### src/rtl/fu_wb_queue.sv
// fu_wb_queue: per-functional-unit result queue feeding the writeback arbiter.
// Holds results while the arbiter stalls this unit and keeps them in completion order.
// Kills queued results on branch mispredict and clears resolved branch bits.
// Pushback (in_ready) comes only from registered occupancy.
//
// Packet layout, MSB first: {valid, br_bmask[BMASK_W], rob_idx[6], rd[5], data[32]}
//
// Ports:
//   clk, rst_n    clock (rising edge), asynchronous active-low reset
//   in_pkt        FU result; in_pkt.valid requests an enqueue
//   in_ready      queue can accept in_pkt this cycle (not full)
//   out_pkt       head result to the arbiter; out_pkt.valid means presenting
//   wb_stall      arbiter did not take out_pkt this cycle
//   br_resolve    a branch resolved this cycle
//   br_mispred    the resolving branch was mispredicted
//   br_bit        one-hot tag of the resolving branch
//   flush         global kill: empty the queue
//   count         occupied entries, live and dead
module fu_wb_queue #(
    parameter int unsigned DEPTH   = 4,
    parameter int unsigned BMASK_W = 4
) (
    input  logic                       clk,
    input  logic                       rst_n,
    input  logic [BMASK_W+43:0]        in_pkt,
    output logic                       in_ready,
    output logic [BMASK_W+43:0]        out_pkt,
    input  logic                       wb_stall,
    input  logic                       br_resolve,
    input  logic                       br_mispred,
    input  logic [BMASK_W-1:0]         br_bit,
    input  logic                       flush,
    output logic [$clog2(DEPTH):0]     count
);

    localparam int unsigned PtrW = $clog2(DEPTH);
    localparam int unsigned CntW = PtrW + 1;

    typedef struct packed {
        logic               valid;
        logic [BMASK_W-1:0] br_bmask;
        logic [5:0]         rob_idx;
        logic [4:0]         rd;
        logic [31:0]        data;
    } wb_pkt_t;

    wb_pkt_t            mem_q [DEPTH];
    logic [DEPTH-1:0]   live_q;
    logic [PtrW-1:0]    head_q;
    logic [PtrW-1:0]    tail_q;
    logic [CntW-1:0]    count_q;

    wb_pkt_t            in_p;
    wb_pkt_t            head_p;
    wb_pkt_t            out_p;
    wb_pkt_t            wr_p;
    logic               empty;
    logic               full;
    logic               mispred_now;
    logic               head_kill;
    logic               in_kill;
    logic [BMASK_W-1:0] clr_mask;
    logic               out_valid;
    logic               pop;
    logic               push;

    always_comb begin
        in_p        = wb_pkt_t'(in_pkt);
        head_p      = mem_q[head_q];
        empty       = (count_q == '0);
        full        = (count_q == CntW'(DEPTH));
        mispred_now = br_resolve & br_mispred;
        clr_mask    = br_resolve ? br_bit : '0;
        head_kill   = mispred_now & (|(head_p.br_bmask & br_bit));
        in_kill     = mispred_now & (|(in_p.br_bmask & br_bit));
        out_valid   = ~empty & live_q[head_q] & ~head_kill;

        out_p          = head_p;
        out_p.valid    = out_valid;
        out_p.br_bmask = head_p.br_bmask & ~clr_mask;

        // A non-empty head that is not presentable is dead and drains regardless of stall.
        pop  = ~empty & (~out_valid | ~wb_stall);
        // in_ready is derived from registered count only, so a full queue refuses even on pop.
        push = in_p.valid & ~full & ~flush & ~in_kill;

        wr_p          = in_p;
        wr_p.br_bmask = in_p.br_bmask & ~clr_mask;
    end

    assign in_ready = ~full;
    assign out_pkt  = out_p;
    assign count    = count_q;

    always_ff @(posedge clk or negedge rst_n) begin
        if (!rst_n) begin
            head_q  <= '0;
            tail_q  <= '0;
            count_q <= '0;
            live_q  <= '0;
            for (int i = 0; i < DEPTH; i++) begin
                mem_q[i] <= '0;
            end
        end else if (flush) begin
            head_q  <= '0;
            tail_q  <= '0;
            count_q <= '0;
            live_q  <= '0;
        end else begin
            // Unoccupied slots are updated too; they are overwritten on push, so it is harmless.
            for (int i = 0; i < DEPTH; i++) begin
                if (br_resolve) begin
                    if (br_mispred) begin
                        live_q[i] <= live_q[i] & ~(|(mem_q[i].br_bmask & br_bit));
                    end else begin
                        mem_q[i].br_bmask <= mem_q[i].br_bmask & ~br_bit;
                    end
                end
            end
            if (pop) begin
                live_q[head_q] <= 1'b0;
                head_q         <= head_q + 1'b1;
            end
            if (push) begin
                mem_q[tail_q]  <= wr_p;
                live_q[tail_q] <= 1'b1;
                tail_q         <= tail_q + 1'b1;
            end
            count_q <= count_q + CntW'(push) - CntW'(pop);
        end
    end

endmodule

### config.mk
export PLATFORM = sky130hd
export DESIGN_NAME = fu_wb_queue
export DESIGN_NICKNAME = d
export VERILOG_FILES = /design/src/rtl/fu_wb_queue.sv
export SDC_FILE = /design/constraint.sdc
export NUM_CORES = 1
export LEC_CHECK = 0
export ABC_AREA = 1
export BUFFER_PORTS_ARGS = -buffer_cell sky130_fd_sc_hd__buf_2
export CORE_MARGIN = 4
export CORE_UTILIZATION = 63
export DETAILED_ROUTE_END_ITERATION = 16
export MAX_ROUTING_LAYER = met4
export PLACE_DENSITY = 0.84
export SYNTH_ARGS = -nofsm -noshare
export SYNTH_HDL_FRONTEND = slang
export SYNTH_SLANG_ARGS = --single-unit
### constraint.sdc
create_clock -name clk -period 5.7 [get_ports clk]
set_input_delay 0.285 -clock clk [delete_from_list [all_inputs] [get_ports clk]]
set_output_delay 0.285 -clock clk [all_outputs]
set_load 0.01 [all_outputs]
==> results.toml <==
[clocking]
cts_resized = 0
root_buffer = "clkbuf_16"
cts_buffer_depth = 2
htreeDepth = 4
clk_pin_slew_ps = 70
cts_tree = "built"
cts_buffers = 17
ctsHoldBuffers = 0
cts_setup_buffers = 0
clkSinkCount = 199
clock_insertion_delay_worst_skew_ps = 430

[yosys]
syn_nets = 1248
ys_seq_area_frac = 0.524
syn-cell-area_sq_um = 9500
synth_area_per_cell_sq_um = 8.06
synth_seq_cells = 199
synth_cells = 1179
yosys.cell_types.count = 31
ys_warn_count = 0

[worst_setup_path]
crit_type = "reg2reg"
crit_cells = 15
cp_top_family = "simple AND/OR/NAND/NOR gates"
slowest_stage = "buf_4"
rrSetupSlack_ps = 2610
cp_cell_sequence = "buf_4, nand3_1, nand3_1, nand2_1, o21ai_1, nand3_2, nand2_1, inv_1, ha_1, inv_1, ha_1, inv_1, fa_1, and3_1, nor3_1"
critPathLaunchType = "flop"
cp-end-kind = "flop"
crit_arrival_ps = 3430
worst_r2r_endpoint = "count[2]"
cpPeakStageDelay_ps = 500
timing.critical_path.buf_inv = 4
cp_max_fo = 51
reg2reg_depth = 15
crit_end = "count[2]"
cp.required_ps = 6040
r2r_start = "head_q[1]"
cp_common_cell = "inv_1"
critPathLaunch = "head_q[1]"

[timing]
fmax_mhz = 323
hold_viol_final = 15
slew_violations = 0
timing.hold.ws_ps = -71.4
setup_viol = 0
finClkSkew_ps = 9.32
tightest_slew_ps = 1050
fin_crit_ps = 3090
rsz0062_at_grt = "false"
maxSlewHeadroom = 0.294
setup_tns_ps = 0
period_share = 0.543

[power_and_ir_drop]
power_w = 0.00577
power_frac_comb = 0.386
swShare = 0.393
power.leakage_nw = 5.26
vdd.ir_drop.worst_mv = 0.385
power_density_nw_per_um2 = 548
p_clk_frac = 0.212
pwr-share-seq = 0.402
p_sw_w = 0.00227
p_int_w = 0.00350

[floorplanning]
die-width_um = 131
die_area_sq_um = 17100
die_y_um = 131
start_util = 0.649
rows = 44
io_pins = 110
coreArea_sq_um = 14600

[min_path]
hp-class = "in2async"

[place]
gp_congestion = 0.893
portBuffers = 109
place_hpwl_um = 13400

[detailed_routing]
viasPerCell = 5.90
drtIter0Drc = 1089
route.detailed.drc = 0
postRouteAntennaNets = 0
wl_per_cell_um = 16.1
wl_um = 23000
firstDrtPassIters = 8
dr_total_vias = 8443

[cells_and_area]
utilization = 0.720
final_nets = 1302
diodes = 0
syn_to_final_growth_pct = 10.9
drive_above_1_share = 0.130

[global_routing]
grt_max_degree = 127
first_global_vias = 7946
track_usage = 0.288
antenna_found_initial = 0
grt_overflow = 0
grt_pass1_wl_um = 38100

[status]
violations = "hold timing"
status = "finished with violations"

[flow_run]
cap_violations = 0
## flip-flops by register name (all words and copies together), names as in the netlist
| name | cells |
|---|---|
| count | 3 |
| head_q | 2 |
| live_q | 4 |
| mem_q | 188 |
| tail_q | 2 |
## placed cells by master (no fill, tap or decap), types with 8 or more instances in the layout
cell	count
inv_1	77
o21ai_0	264
a31oi_1	16
buf_4	8
nand2_1	313
dfrtp_1	198
clkbuf_16	17
nor2_1	90
o21ai_1	28
nand3_1	18
ha_1	10
o22ai_1	43
buf_2	108
## cell usage after synthesis (all sizes together)
library cell / instances / share of area
dfrtp: 199 / 0.52
or2: 1 / 0.00066
o22ai: 43 / 0.028
a21oi: 6 / 0.0032
a22o: 2 / 0.0018
ha: 10 / 0.013
clkbuf: 50 / 0.020
a41oi: 2 / 0.0018
and3: 5 / 0.0033
nor3: 4 / 0.0021
nand3: 19 / 0.011
buf: 32 / 0.023
and2: 1 / 0.00066
o21ai: 296 / 0.16
nor2: 90 / 0.036
nand4: 4 / 0.0026
nand2: 318 / 0.13
a31oi: 16 / 0.011
inv: 80 / 0.032
fa: 1 / 0.0021
## final cells by class
class	count	area, sq um
clock buffers	21	460
multi-input cells	818	3810
inverters	80	303
clock inverters	11	139
repair buffers	117	614
well taps	184	230
flip-flops and latches	199	4980
fillers	1103	4100
## kinds of logic after synthesis
family,share of synthesized area
and+or+nand+nor,0.183
AOI/OAI and AO/OA,0.203
DFF,0.524
buffers and inverters,0.0747
adders and majority gates,0.0153
## per-layer routing
| metal | vias up | part of all wire | global-route usage |
|---|---|---|---|
| met5 | - | 0 | - |
| met4 | 0 | 0.019 | 0.0895 |
| met3 | 50 | 0.074 | 0.0500 |
| met2 | 378 | 0.48 | 0.451 |
| met1 | 4020 | 0.43 | 0.389 |
| li1 | 3995 | - | - |
## through the flow
stage / setup WS, ps / std cells / area [sq um]
finish: 2610 / 1430 / 10500
global route: 2320 / 1430 / 10500
CTS: 2660 / 1430 / 10500
floorplan: 3120 / 1179 / 9500
detailed placement: 2510 / 1398 / 9940
global placement: 2600 / 1398 / 9940
## power groups by stage
stage | registers, W | logic (W) | clock network, W
2_1_floorplan | 0.00223 | 0.00153 | 0
3_3_place_gp | 0.00231 | 0.00214 | 0
3_5_place_dp | 0.00232 | 0.00221 | 0
4_1_cts | 0.00231 | 0.00224 | 0.00123
5_1_grt | 0.00239 | 0.00253 | 0.00129
6_report | 0.00232 | 0.00223 | 0.00122
## worst min-delay path by stage
stage                    from         end  slack (ps)  depth (start not counted)
finish                  rst_n   mem_q[91]         -70                          1
global route            rst_n   mem_q[93]          40                          1
detailed placement  mem_q[68]   mem_q[68]         470                          2
global placement    mem_q[70]   mem_q[70]         460                          2
CTS                     rst_n  mem_q[187]          40                          1
floorplan               rst_n    count[0]         -10                          0
Note: power is estimated with default switching activity, not from simulation.
